`config.mk`:
```
export PLATFORM = sky130hd
export DESIGN_NAME = johnson_seq_ctrl_flat
export DESIGN_NICKNAME = d
export VERILOG_FILES = /design/src/rtl/johnson_seq_ctrl_if.sv /design/src/rtl/johnson_seq_ctrl.sv /design/src/flat_wrapper.sv
export SDC_FILE = /design/constraint.sdc
export NUM_CORES = 1
export LEC_CHECK = 0
export CAP_MARGIN = 20
export CORE_MARGIN = 2
export CORE_UTILIZATION = 46
export DETAILED_ROUTE_END_ITERATION = 10
export GPL_ROUTABILITY_DRIVEN = 1
export PLACE_DENSITY = 0.78
export SLEW_MARGIN = 20
export SYNTH_ARGS = -nofsm -noshare
export SYNTH_HDL_FRONTEND = slang
export SYNTH_SLANG_ARGS = --single-unit
```
`constraint.sdc`:
```
create_clock -name clk -period 2 [get_ports clk]
set_input_delay 0.4 -clock clk [delete_from_list [all_inputs] [get_ports clk]]
set_output_delay 0.4 -clock clk [all_outputs]
set_load 0.02 [all_outputs]
```
`src/rtl/johnson_seq_ctrl_if.sv`:
```
// Control/status bundle for the Johnson sequence controller.
// The master side drives run control and load; the slave side reports the register and flags.
interface johnson_seq_ctrl_if #(
  parameter int N    = 4,
  parameter int CNTW = 8
);
  localparam int PW = $clog2(2 * N);

  logic            start;
  logic            stop;
  logic            pause;
  logic            mode;
  logic [CNTW-1:0] step_count;
  logic            load;
  logic [N-1:0]    load_val;
  logic            err_clr;

  logic [N-1:0]    q;
  logic [PW-1:0]   phase;
  logic            phase_valid;
  logic            busy;
  logic            done;
  logic            wrap;
  logic            err;

  modport master (
    output start, stop, pause, mode, step_count, load, load_val, err_clr,
    input  q, phase, phase_valid, busy, done, wrap, err
  );

  modport slave (
    input  start, stop, pause, mode, step_count, load, load_val, err_clr,
    output q, phase, phase_valid, busy, done, wrap, err
  );
endinterface

```
`src/rtl/johnson_seq_ctrl.sv`:
```
// Johnson-counter sequencer: one-shot or continuous runs with pause/stop,
// parallel load in IDLE, phase decode and a sticky illegal-code flag.
module johnson_seq_ctrl #(
  parameter int N    = 4,
  parameter int CNTW = 8
) (
  input  logic              clk,
  input  logic              rst_n,
  johnson_seq_ctrl_if.slave bus
);
  localparam int PW = $clog2(2 * N);

  typedef enum logic {IDLE = 1'b0, RUN = 1'b1} state_t;

  state_t          state;
  state_t          state_nxt;
  logic [N-1:0]    q_r;
  logic [CNTW-1:0] remaining;
  logic            mode_r;
  logic            done_r;
  logic            wrap_r;
  logic            err_r;

  logic            do_load;
  logic            do_start;
  logic            zero_done;
  logic            do_adv;
  logic            last;
  logic            err_set;
  logic [PW:0]     q_dec;
  logic [PW:0]     ld_dec;
  logic [N-1:0]    adv_q;

  // Walk the 2N legal codes; anything unmatched decodes to {invalid, phase 0}.
  function automatic logic [PW:0] decode(input logic [N-1:0] v);
    logic [N-1:0] code;
    logic [PW:0]  res;
    code = '0;
    res  = '0;
    for (int k = 0; k < 2 * N; k++) begin
      if (v == code) res = {1'b1, PW'(k)};
      code = {code[N-2:0], ~code[N-1]};
    end
    return res;
  endfunction

  function automatic logic [N-1:0] advance(input logic [N-1:0] v);
    return {v[N-2:0], ~v[N-1]};
  endfunction

  assign q_dec  = decode(q_r);
  assign ld_dec = decode(bus.load_val);
  // An illegal code recovers to zero instead of propagating garbage.
  assign adv_q  = q_dec[PW] ? advance(q_r) : '0;

  always_ff @(posedge clk) begin
    if (!rst_n) state <= IDLE;
    else        state <= state_nxt;
  end

  always_comb begin
    state_nxt = state;
    case (state)
      IDLE:    if (do_start) state_nxt = RUN;
      RUN:     if (bus.stop || last) state_nxt = IDLE;
      default: state_nxt = IDLE;
    endcase
  end

  always_comb begin
    do_load   = 1'b0;
    do_start  = 1'b0;
    zero_done = 1'b0;
    do_adv    = 1'b0;
    last      = 1'b0;
    case (state)
      IDLE: begin
        if (!bus.stop) begin
          if (bus.load) begin
            do_load = 1'b1;
          end else if (bus.start) begin
            if (bus.mode || bus.step_count != '0) do_start  = 1'b1;
            else                                  zero_done = 1'b1;
          end
        end
      end
      RUN: begin
        if (!bus.stop && !bus.pause) begin
          do_adv = 1'b1;
          last   = !mode_r && (remaining == CNTW'(1));
        end
      end
      default: ;
    endcase
  end

  assign err_set = (do_load && !ld_dec[PW]) || (do_adv && !q_dec[PW]);

  always_ff @(posedge clk) begin
    if (!rst_n) begin
      q_r       <= '0;
      remaining <= '0;
      mode_r    <= 1'b0;
      done_r    <= 1'b0;
      wrap_r    <= 1'b0;
      err_r     <= 1'b0;
    end else begin
      done_r <= zero_done || last;
      wrap_r <= do_adv && (adv_q == '0);
      err_r  <= err_set || (err_r && !bus.err_clr);
      if (do_load)     q_r <= bus.load_val;
      else if (do_adv) q_r <= adv_q;
      if (do_start) begin
        remaining <= bus.step_count;
        mode_r    <= bus.mode;
      end else if (do_adv && !mode_r) begin
        remaining <= remaining - CNTW'(1);
      end
    end
  end

  assign bus.q           = q_r;
  assign bus.phase       = q_dec[PW-1:0];
  assign bus.phase_valid = q_dec[PW];
  assign bus.busy        = (state == RUN);
  assign bus.done        = done_r;
  assign bus.wrap        = wrap_r;
  assign bus.err         = err_r;

endmodule

```
`src/flat_wrapper.sv`:
```
// flat-port wrapper written by rule: the top's interface ports become plain ports
module johnson_seq_ctrl_flat 
#(
  parameter int N    = 4,
  parameter int CNTW = 8
)
  (clk, rst_n, bus_start, bus_stop, bus_pause, bus_mode, bus_step_count, bus_load, bus_load_val, bus_err_clr, bus_q, bus_phase, bus_phase_valid, bus_busy, bus_done, bus_wrap, bus_err);
  johnson_seq_ctrl_if #(.N(N), .CNTW(CNTW)) bus_i ();
  input  logic clk;
  input  logic rst_n;
  input wire logic [$bits(bus_i.start)-1:0] bus_start;
  input wire logic [$bits(bus_i.stop)-1:0] bus_stop;
  input wire logic [$bits(bus_i.pause)-1:0] bus_pause;
  input wire logic [$bits(bus_i.mode)-1:0] bus_mode;
  input wire logic [$bits(bus_i.step_count)-1:0] bus_step_count;
  input wire logic [$bits(bus_i.load)-1:0] bus_load;
  input wire logic [$bits(bus_i.load_val)-1:0] bus_load_val;
  input wire logic [$bits(bus_i.err_clr)-1:0] bus_err_clr;
  output wire logic [$bits(bus_i.q)-1:0] bus_q;
  output wire logic [$bits(bus_i.phase)-1:0] bus_phase;
  output wire logic [$bits(bus_i.phase_valid)-1:0] bus_phase_valid;
  output wire logic [$bits(bus_i.busy)-1:0] bus_busy;
  output wire logic [$bits(bus_i.done)-1:0] bus_done;
  output wire logic [$bits(bus_i.wrap)-1:0] bus_wrap;
  output wire logic [$bits(bus_i.err)-1:0] bus_err;
  assign bus_i.start = bus_start;
  assign bus_i.stop = bus_stop;
  assign bus_i.pause = bus_pause;
  assign bus_i.mode = bus_mode;
  assign bus_i.step_count = bus_step_count;
  assign bus_i.load = bus_load;
  assign bus_i.load_val = bus_load_val;
  assign bus_i.err_clr = bus_err_clr;
  assign bus_q = bus_i.q;
  assign bus_phase = bus_i.phase;
  assign bus_phase_valid = bus_i.phase_valid;
  assign bus_busy = bus_i.busy;
  assign bus_done = bus_i.done;
  assign bus_wrap = bus_i.wrap;
  assign bus_err = bus_i.err;
  johnson_seq_ctrl #(.N(N), .CNTW(CNTW)) u_core (.clk(clk), .rst_n(rst_n), .bus(bus_i));
endmodule
```
==> results of run 1 <==
==> synthesized netlist by cell type (4+ instances only) <==
master | count | area share
nor3_1 | 4 | 0.018
nand3_1 | 5 | 0.023
a2bb2oi_1 | 4 | 0.032
nor2_1 | 9 | 0.031
nor2b_1 | 6 | 0.034
nand2_1 | 9 | 0.031
a31oi_1 | 4 | 0.023
dfxtp_1 | 17 | 0.31
a21oi_1 | 16 | 0.073
clkbuf_1 | 5 | 0.017
inv_1 | 6 | 0.020
==> flip-flops by register name, summed over array words and instances, names as in the netlist <==
| name | flops |
|---|---|
| u_core.remaining | 8 |
| u_core.bus.q | 4 |
| u_core.bus.busy | 1 |
| u_core.bus.done | 1 |
| u_core.bus.err | 1 |
| u_core.bus.wrap | 1 |
| u_core.mode_r | 1 |
==> layer usage <==
layer  track usage  part of all wire  routed length, um  vias to the layer above
met2        0.4542              0.50               1629                       49
met4       0.06410            0.0052                 17                        0
met1        0.3385              0.43               1388                      602
met3       0.05650             0.066                216                        2
li1              -                 -                  -                      616
met5             0                 0                  0                        -
==> path summary, 6_finish.rpt <==
path / from / to / slack [ns] / cells past startpoint
min: u_core.mode_r$_SDFFE_PN0P_ / u_core.mode_r$_SDFFE_PN0P_ / 0.48 / 2
max: bus_stop / u_core.remaining[6]$_SDFFE_PN0P_ / 0.04 / 5
max reg2reg: u_core.remaining[2]$_SDFFE_PN0P_ / u_core.remaining[6]$_SDFFE_PN0P_ / 0.22 / 4
min reg2reg: u_core.mode_r$_SDFFE_PN0P_ / u_core.mode_r$_SDFFE_PN0P_ / 0.48 / 2
==> cells by family after synthesis <==
logic type / after synthesis / share of synthesized area
AO/OA/AOI/OAI: 43 / 0.2571
adder cells (fa/ha/maj): 2 / 0.02275
AND/OR/NAND/NOR: 57 / 0.3015
flip-flops: 17 / 0.3094
multiplexers: 3 / 0.02844
buffers and inverters: 15 / 0.05687
XOR/XNOR: 3 / 0.02390
==> layout make-up <==
| cell class | instances | area [um2] | share of cell area |
|---|---|---|---|
| multi-input combinational | 108 | 709.4 | 0.4437 |
| timing repair buffer | 52 | 462.9 | 0.2895 |
| sequential | 17 | 342.8 | 0.2144 |
| tap | 28 | 35.03 | 0.02191 |
| clock buffer | 4 | 26.28 | 0.01643 |
| inverter | 6 | 22.52 | 0.01408 |
==> through the flow <==
step / cells / power (W)
after floorplan: 140 / 0.0004922
after global placement: 210 / 0.0006070
after detailed placement: 210 / 0.0006138
after CTS: 215 / 0.0007928
after global routing: 215 / 0.0008381
final: 215 / 0.0007948
==> report_power, final <==
group / internal (W) / switching (W) / total (W) / leakage [nW]
Combinational: 0.000124 / 0.000109 / 0.000233 / 0.453
Sequential: 0.000354 / 0.0000205 / 0.000375 / 0.139
Clock: 0.0000776 / 0.000110 / 0.000187 / 0.0150
Total: 0.000556 / 0.000239 / 0.000795 / 0.608
==> what timing repair did <==
action                                  4_1_cts  5_1_grt
gates cloned                                  0        0
buffers inserted                              1        0
endpoints found under the setup margin        6        1
hold buffers                                  0        0
pin swaps                                     1        1
gates resized for setup                       8        1
==> tightest hold or removal path: cells and delay by family (launching register included) <==
kind | cells | cell delay (ns)
DFF | 1 | 0.34
AOI/OAI and AO/OA | 1 | 0.05
and+or+nand+nor | 1 | 0.06
==> impl_metrics.csv, run 1 <==
group,metric,value,unit
yosys,netlist_area,1100,um2
critical_path,cpPeakStageDelay,0.57,ns
job,max_cap_viol_count,0,
yosys,avgSynthCellArea,7.856,um2
clock_network,cts_tree,"done",
status,status,"complete, no violations",
final_layout,mostFrequentLayoutCells,"clkdlybuf4s50_1, buf_4, a21oi_1",
sta,finalHoldViolCount,0,
die,die-width,52.90,um
die,row_count,17,
sta,worst_pin_slew,0.3976,ns
critical_path,worstPathArrival,2.18,ns
yosys,ys_seq_area_frac,0.3094,
die,die_area,2798,um2
power_and_ir_drop,ir_drop,0.5314,mV
critical_path,crit_chain,"clkdlybuf4s50_1, or4b_4, or4_1, and2_1, a31oi_1",
yosys,netlist-cell-type-count,48,
clock_network,clockRootBuffer,"clkbuf_4",
sta,min_period_over_period,0.9790,
sta,fin_skew,0.003211,ns
yosys,synth_nets,162,
placement,dpl.hpwl,2449,um
placement,gp_congestion,0.8963,
sta,hold_slack,0.4837,ns
clock_network,htree_levels,1,
routing,drt_iter0_markers,36,
final_layout,nets,210,
routing,num_vias,1269,
die,io_pins,32,
final_layout,fin_area,1599,um2
die,core_area,2233,um2
final_layout,n_antenna_cell,0,
final_layout,n_fill_cell,190,
critical_path,crit_family,"simple AND/OR/NAND/NOR gates",
critical_path,startpoint_type,"input pin",
routing,firstDrtPassIters,4,
power_and_ir_drop,power.density,497.0,nW/um2
yosys,ys_async_sr_fraction,0,
critical_path,end_kind,"flip-flop",
clock_network,cts.clk_slew.worst_paths,0.10,ns
clock_network,cts_buffer_depth,2,
sta,tns,0,ns
sta,finalSetupViolCount,0,
global_route,grt_usage,0.2657,
critical_path,critPathRequiredTime,2.23,ns
final_layout,drive_above_1_share,0.1711,
yosys,syn_inst,140,
yosys,ys.flop_type,"dfxtp_1",
die,fp.dieH,52.90,um
yosys,synth-edff-count,0,
global_route,grt_pass1_vias,1230,
yosys,ys_ff_latch,17,
sta,final.min_clock_period,1.958,ns
global_route,grt_pass1_wl,5409,um
final_layout,syn_to_final_growth,45.39,%
critical_path,cp_num_buf_inv,1,
sta,max_freq,510.7,MHz
die,initial_core_util,0.4924,
global_route,grt_overflow_total,0,
power_and_ir_drop,p_leak,0.6077,nW
routing,routedWlPerCell,15.12,um
placement,pre_cts_slack,-0.3118,ns
clock_network,cts_made_buffers,3,
sta,slew_viol_final,0,
routing,viasPerCell,5.902,
placement,dpl_cell_area,1555,um2
routing,route.detailed.drc,0,
yosys,ys_warn_count,0,
placement,port_buffers,31,
routing,drtAntennaViolNets,0,
worst_hold_path,hp-class,"flip-flop to flip-flop",
global_route,grt_max_degree,13,
routing,routed_wl,3250,um
sta,rsz0062_at_grt,"false",
critical_path,slowest_stage,"or4b_4",
clock_network,cts.sinks,17,
final_layout,mostFrequentLayoutCell,"clkdlybuf4s50_1",
final_layout,finish.utilization,0.7160,
critical_path,critPathMaxFanout,5,
sta,max-slew-margin-rel,0.7312,
sta,setup_slack,0.04199,ns
global_route,antenna_found_initial,0,
clock_network,clk_latency,0.29,ns
critical_path,critical_path_class,"input pin to flip-flop",
No activity file was read; power rests on OpenSTA's default activity.
==> run 2: changes to the inputs <==
--- a/config.mk
+++ b/config.mk
@@ -5,7 +5,6 @@
 export SDC_FILE = /design/constraint.sdc
 export NUM_CORES = 1
 export LEC_CHECK = 0
-export CAP_MARGIN = 20
 export CORE_MARGIN = 2
 export CORE_UTILIZATION = 46
 export DETAILED_ROUTE_END_ITERATION = 10
==> results of run 2 <==
Same layout as run 1: the final DEF is identical, and so are final timing and power.
==> run 3: changes to the inputs <==
--- a/config.mk
+++ b/config.mk
@@ -6,11 +6,13 @@
 export NUM_CORES = 1
 export LEC_CHECK = 0
 export CORE_MARGIN = 2
-export CORE_UTILIZATION = 46
+export CORE_UTILIZATION = 49
+export CTS_BUF_LIST = sky130_fd_sc_hd__clkbuf_4
 export DETAILED_ROUTE_END_ITERATION = 10
 export GPL_ROUTABILITY_DRIVEN = 1
-export PLACE_DENSITY = 0.78
+export PLACE_DENSITY = 0.82
 export SLEW_MARGIN = 20
 export SYNTH_ARGS = -nofsm -noshare
 export SYNTH_HDL_FRONTEND = slang
 export SYNTH_SLANG_ARGS = --single-unit
+export TNS_END_PERCENT = 30
==> impl_metrics.csv, run 3 (synthesis results as in run 1) <==
group,metric,value,unit
sta,max-slew-margin-rel,0.7239,
die,core_area,2170,um2
final_layout,nets,209,
placement,gp_congestion,0.8655,
critical_path,startpoint_type,"input pin",
critical_path,end_kind,"flip-flop",
die,die-width,51.38,um
sta,hold_slack,0.4856,ns
routing,drt_iter0_markers,29,
routing,firstDrtPassIters,4,
routing,drtAntennaViolNets,0,
final_layout,fin_cells,214,
global_route,grt_pass1_vias,1178,
clock_network,clk_latency,0.29,ns
power_and_ir_drop,swShare,0.2950,
clock_network,cts.sinks,17,
power_and_ir_drop,p_leak,0.6326,nW
global_route,grt_overflow_total,0,
sta,setup_slack,0.03231,ns
clock_network,cts_made_buffers,3,
power_and_ir_drop,power.density,506.2,nW/um2
placement,pre_cts_slack,-0.3233,ns
routing,routedWlPerCell,14.17,um
critical_path,worstPathArrival,2.19,ns
power_and_ir_drop,ir_drop,0.3792,mV
die,initial_core_util,0.5069,
final_layout,largest_reg_flops,8,
final_layout,n_antenna_cell,0,
clock_network,cts_tree,"done",
sta,max_freq,508.2,MHz
sta,finalSetupViolCount,0,
final_layout,top_register,"u_core.remaining",
final_layout,mostFrequentLayoutCells,"clkdlybuf4s50_1, buf_4, a21oi_1",
critical_path,critPathRequiredTime,2.22,ns
power_and_ir_drop,p_switching,0.0002391,W
placement,dpl.hpwl,2340,um
die,io_pins,32,
clock_network,hold_buffers,0,
placement,port_buffers,31,
routing,viasPerCell,5.776,
sta,min_period_over_period,0.9838,
clock_network,cts_buffer_depth,2,
sta,fin_skew,0.003328,ns
sta,slew_viol_final,0,
sta,finalHoldViolCount,0,
global_route,grt_max_degree,14,
final_layout,drive_above_1_share,0.1720,
global_route,grt_pass1_wl,4926,um
status,status,"complete, no violations",
power_and_ir_drop,power_frac_comb,0.286,
placement,place_inst,210,
power_and_ir_drop,clkPwrFrac,0.252,
critical_path,critical_path_class,"input pin to flip-flop",
die,row_count,17,
sta,worst_pin_slew,0.4137,ns
critical_path,critPathMaxFanout,4,
power_and_ir_drop,p_int,0.0005715,W
worst_hold_path,hp-class,"flip-flop to flip-flop",
routing,route.detailed.drc,0,
power_and_ir_drop,seqPwrFrac,0.463,
routing,num_vias,1236,
final_layout,n_fill_cell,170,
global_route,grt_usage,0.2506,
die,die_area,2639,um2
final_layout,mostFrequentLayoutCell,"clkdlybuf4s50_1",
final_layout,syn_to_final_growth,45.62,%
routing,routed_wl,3032,um
sta,final.min_clock_period,1.968,ns
die,fp.dieH,51.38,um
clock_network,htree_levels,1,
global_route,antenna_found_initial,0,
clock_network,clockRootBuffer,"clkbuf_4",
clock_network,cts.clk_slew.worst_paths,0.10,ns
job,max_cap_viol_count,0,
run 3: power by group through the flow:
| stage | registers (W) | logic, W | clock network (W) |
|---|---|---|---|
| after global routing | 0.000378 | 0.000251 | 0.000218 |
| after detailed placement | 0.000381 | 0.000232 | 0 |
| after global placement | 0.000380 | 0.000226 | 0 |
| final | 0.000375 | 0.000231 | 0.000204 |
| after floorplan | 0.000380 | 0.000113 | 0 |
| after CTS | 0.000375 | 0.000231 | 0.000203 |
run 3: per-stage QoR:
| step | util | TNS [ns] | cell area [um2] | power (W) |
|---|---|---|---|---|
| finish | 0.7382 | 0 | 1602 | 0.0008106 |
| global route | 0.7382 | -0.001582 | 1602 | 0.0008472 |
| CTS | 0.7330 | 0 | 1590 | 0.0008080 |
| detailed placement | 0.7168 | -1.878 | 1555 | 0.0006132 |
| global placement | 0.7168 | -1.354 | 1555 | 0.0006058 |
| floorplan | - | 0 | 1100 | 0.0004922 |
run 3: final timing paths:
kind,to,slack (ns),startpoint,cells after the start
setup / recovery,u_core.remaining[6]$_SDFFE_PN0P_,0.03,bus_stop,5
hold / removal,u_core.mode_r$_SDFFE_PN0P_,0.49,u_core.mode_r$_SDFFE_PN0P_,2
setup reg to reg,u_core.remaining[6]$_SDFFE_PN0P_,0.20,u_core.remaining[2]$_SDFFE_PN0P_,4
hold reg to reg,u_core.mode_r$_SDFFE_PN0P_,0.49,u_core.mode_r$_SDFFE_PN0P_,2
run 3: cell type report:
cell class	instances	area [um2]	share of cell area
multi-input combinational	108	706.9	0.4414
timing repair buffer	51	462.9	0.2891
sequential	17	344.1	0.2148
tap	28	35.03	0.02187
clock buffer	4	30.03	0.01875
inverter	6	22.52	0.01406
run 3: timing repair:
item / in CTS / in global routing
setup buffers: 0 / 0
resized for setup: 6 / 3
setup endpoints to repair: 5 / 3
pin swaps: 0 / 1
run 3: worst max-delay path, stage by stage:
cell and delay, ns:
clkdlybuf4s50_1 0.44, or4b_4 0.55, or4_1 0.47, and2_1 0.18
a31oi_1 0.15
run 3: metal layers:
metal / share of wire / vias to the layer above / GRT usage
li1: - / 612 / -
met1: 0.38 / 583 / 0.2591
met2: 0.56 / 39 / 0.5064
met3: 0.051 / 2 / 0.03509
met4: 0.0053 / 0 / 0.07456
met5: 0 / - / 0
==> RTL edit 1 (flow settings as in run 1) <==
`N` is set to 4 in 3 places; all go to 8.
--- a/src/rtl/johnson_seq_ctrl_if.sv
+++ b/src/rtl/johnson_seq_ctrl_if.sv
@@ -1,7 +1,7 @@
 // Control/status bundle for the Johnson sequence controller.
 // The master side drives run control and load; the slave side reports the register and flags.
 interface johnson_seq_ctrl_if #(
-  parameter int N    = 4,
+  parameter int N    = 8,
   parameter int CNTW = 8
 );
   localparam int PW = $clog2(2 * N);
--- a/src/rtl/johnson_seq_ctrl.sv
+++ b/src/rtl/johnson_seq_ctrl.sv
@@ -1,7 +1,7 @@
 // Johnson-counter sequencer: one-shot or continuous runs with pause/stop,
 // parallel load in IDLE, phase decode and a sticky illegal-code flag.
 module johnson_seq_ctrl #(
-  parameter int N    = 4,
+  parameter int N    = 8,
   parameter int CNTW = 8
 ) (
   input  logic              clk,
--- a/src/flat_wrapper.sv
+++ b/src/flat_wrapper.sv
@@ -1,7 +1,7 @@
 // flat-port wrapper written by rule: the top's interface ports become plain ports
 module johnson_seq_ctrl_flat 
 #(
-  parameter int N    = 4,
+  parameter int N    = 8,
   parameter int CNTW = 8
 )
   (clk, rst_n, bus_start, bus_stop, bus_pause, bus_mode, bus_step_count, bus_load, bus_load_val, bus_err_clr, bus_q, bus_phase, bus_phase_valid, bus_busy, bus_done, bus_wrap, bus_err);
Ports: changed (resized bus_load_val, bus_phase and bus_q); port bits go from 32 to 41. No check against the original RTL was run, so the function may have changed too.
==> RTL edit 1 against run 1 <==
- the flow now finishes with violations (negative setup slack)
- sequential power rose by 21%
- wire length increased by 67%
- die area up 32%
- design area rose by 48%
- critical path depth increased by 1
- area after synthesis up 35%
- clock power grew 9.6%
- sequential share of layout area decreased by 3.4 points
- power increased by 32%
- sequential cell count up 4
- setup slack worse by 0.41 ns
- count of clock-buffer cells in the layout shrank 1
- largest power group unchanged
==> RTL edit 1: results (changes against run 1) <==
metric;value;unit;change
io_buffer_count;40;;+29%
final_util;0.775;;+0.0590
fill_cells;229;;+21%
grt_use_met3;0.0341;;-0.0224
grt_max_degree;19;;+6
clkCellAreaFrac;0.0116;;-0.00480
finalSetupViolCount;12;;+12
dr_wl_met2;2860;um;+75%
drtIter0Drc;97;;+170%
violations;negative setup slack;;
synth_seq_cells;21;;+4
synth_xor_area_frac;0;;-0.0239
rr_worst_depth;6;;+2
worstPathArrival;1.97;ns;-0.21 ns
setup_slack;-0.368;ns;-0.410 ns
synthTopCellsByCount;nand2_1, dfxtp_1, nor2_1;;
synth_compound_area_frac;0.355;;+0.0976
yosys.cell_types.count;53;;+10%
dp_slack;-0.474;ns;-0.162 ns
met1_length;2080;um;+49%
p_leak;0.935;nW;+54%
grt_pass1_vias;1702;;+38%
buf_share;0.331;;+0.0415
outcome;finished, violations left;;
fin_cells;308;;+43%
use_met1;0.315;;-0.0238
synth_nets;209;;+29%
fin_setup_tns;-1.53;ns;-1.53 ns
grt_pass1_wl;7500;um;+39%
ir_worst_vdd;0.000233;V;-56%
synth.area.top_cells;dfxtp_1, a22o_1, nand2_1, a22o_2, a21boi_0;;
grtUsageMet2;0.490;;+0.0358
powerDensity;444;mW/mm2;-11%
routed-wl-met3;348;um;+61%
syn-mean-instance-area;8.12;um2;+3.3%
RTL edit 1: cell types whose count changed after synthesis, moves of 8 or more:
cell	change
nand2_1	+13
a22o_1	+10
a21oi_1	-9
a21boi_0	+8
a22o_2	+8
RTL edit 1: repair_timing:
action                                  in CTS  in global routing
setup buffers                                2                  3
gates resized for setup                     32                 27
cloned                                       0                  1
pin swaps                                    6                 11
endpoints found under the setup margin       8                 17
RTL edit 1: worst paths after layout:
check | slack (ns) | from | endpoint
min | 0.49 | u_core.bus.err | u_core.bus.err
max reg2reg | -0.06 | u_core.bus.q[6] | u_core.bus.q[1]
min reg2reg | 0.49 | u_core.bus.err | u_core.bus.err
max | -0.37 | u_core.bus.q[6] | bus_phase[0]
RTL edit 1: critical path, stage by stage (launching register included):
cell	delay, ns
dfxtp_1	0.36
or4_4	0.56
nor3b_4	0.21
a22o_1	0.16
a21oi_1	0.05
a32oi_2	0.16
buf_4	0.17
==> RTL edit 2 (config.mk and constraints of run 1) <==
Made on the original files. Make the reset (`rst_n`) asynchronous in 2 clocked blocks.
--- a/src/rtl/johnson_seq_ctrl.sv
+++ b/src/rtl/johnson_seq_ctrl.sv
@@ -53,7 +53,7 @@
   // An illegal code recovers to zero instead of propagating garbage.
   assign adv_q  = q_dec[PW] ? advance(q_r) : '0;
 
-  always_ff @(posedge clk) begin
+  always_ff @(posedge clk or negedge rst_n) begin
     if (!rst_n) state <= IDLE;
     else        state <= state_nxt;
   end
@@ -96,7 +96,7 @@
 
   assign err_set = (do_load && !ld_dec[PW]) || (do_adv && !q_dec[PW]);
 
-  always_ff @(posedge clk) begin
+  always_ff @(posedge clk or negedge rst_n) begin
     if (!rst_n) begin
       q_r       <= '0;
       remaining <= '0;
Function: differs if rst_n is asserted again (counterexample within 4 cycles, from zero or initial values and one cycle with rst_n low); with rst_n held inactive, the same outputs for 10 cycles.
==> RTL edit 2 against run 1 <==
- non-clock buffer count increased by 1
- wire length decreased by 2.8%
- setup slack improved by 0.092 ns
- synthesized cell count down 14%
- design area grew 2.7%
- area after synthesis is 0.68% higher
- sequential cell count stayed put
- utilization rose by 1.2 points
- critical path depth decreased by 1
Power is not compared: it rests on default switching activity, and its combinational part moved more than twofold at a synthesized area within 25%.
==> RTL edit 2: results (changes against run 1) <==
metric;value;unit;change
h-tree-depth;1;;unchanged
synth_cells;120;;-14%
r2r-start;u_core.remaining[0];;
rrSetupSlack;0.20;ns;-0.02 ns
yosys_warnings;0;;unchanged
grt_pass1_vias;1142;;-7.2%
clock_path_buffers;2;;unchanged
grt_pass1_wl;5200;um;-4.0%
skew;0.00541;ns;+0.00220 ns
synthArstFlopShare;1.00;;+1.00
yosysSeqAreaShare;0.384;;+0.0747
synthTopCellsByCount;dfrtp_1, nand2_1, inv_1, nor2_1;;
via_per_inst;5.71;;-3.3%
finalCritPeriodShare;0.933;;-0.0462
yosys.cell_types.count;44;;-8.3%
regToRegEndpoint;u_core.remaining[6];;
grt_max_degree;18;;+5
clk_latency;0.29;ns;about the same
p_leak;0.748;nW;
dp_hpwl;2470;um;+1.0%
antenna_cells;0;;unchanged
hp-class;in -> reg;;
gp_congestion;0.953;;+6.3%
critPathMaxStageDelay;0.46;ns;-0.11 ns
final_nets;195;;-7.1%
drive_gt1_frac;0.256;;+0.0847
synth_nets;142;;-12%
cp-endpoint;bus_phase[0];;
grt_usage;0.258;;-0.00767
dp_slack;-0.396;ns;-0.0846 ns
synth.area.top_cells;dfrtp_1, nand2_1, mux2_2, a21oi_1, nand3_1;;
dr.pass1.iters;4;;unchanged
startpoint;u_core.bus.q[1];;
placed_area;0.00159;mm2;+2.5%
worstMarginPinSlew;0.523;ns;+0.126 ns
wirelength;3160;um;-2.8%
wire_per_inst;15.8;um;+4.5%
slowest_stage;dfrtp_2;;
outcome;finished clean;;
worstPathArrival;1.47;ns;-0.71 ns
critPathMaxFanout;6;;+1
io_buffer_count;31;;unchanged
drtIter0Drc;41;;+14%
rr_worst_depth;6;;+2
[RTL edit 2: cell type report]
type / count / area [um2]
multi-input cells: 90 / 644
fillers: 182 / 613
repair buffers: 53 / 477
flip-flops and latches: 17 / 429
well taps: 28 / 35.0
inverters: 8 / 30.0
clock buffers: 4 / 26.3
[RTL edit 2: worst max-delay path, delay by kind of cell, from the launching register on]
family,cells,cell delay [ns]
compound gates,1,0.12
simple gates,1,0.18
flops,1,0.46
buf+inv,2,0.42
[RTL edit 2: routing by layer]
layer	routed length, um	vias up	global-route usage
li1	-	556	-
met1	1370	543	0.317
met2	1580	39	0.435
met3	191	4	0.0791
met4	27	0	0.0684
met5	0	-	0
[RTL edit 2: power breakdown]
group          switching [mW]  internal (mW)  total (mW)
Clock                   0.108         0.0777       0.186
Combinational           0.268          0.273       0.540
Sequential             0.0985          0.415       0.514
Total                   0.475          0.765        1.24
[RTL edit 2: repair_timing]
action                     in CTS  in global routing
setup endpoints to repair       6                  3
gates resized for setup         9                  6
gates cloned                    0                  0
buffers inserted                0                  0
pin swaps                       2                  2
[RTL edit 2: worst min-delay path by stage]
stage	startpoint	to	slack [ns]	cells after the start
after CTS	rst_n	u_core.bus.q[3]	0.42	2
final	bus_step_count[6]	u_core.remaining[6]	0.39	3
after global placement	u_core.remaining[7]	u_core.remaining[7]	0.51	1
after detailed placement	u_core.remaining[7]	u_core.remaining[7]	0.53	1
after global routing	bus_step_count[4]	u_core.remaining[4]	0.41	3
after floorplan	rst_n	u_core.bus.busy	0.10	0
[RTL edit 2: logic make-up after synthesis]
kind of cell / count (synthesis) / synth area share
simple gates: 47 / 0.253
compound gates: 35 / 0.235
flops: 17 / 0.384
buf+inv: 13 / 0.0486
mux: 4 / 0.0407
xor+xnor: 2 / 0.0158
fa+ha+maj: 2 / 0.0226
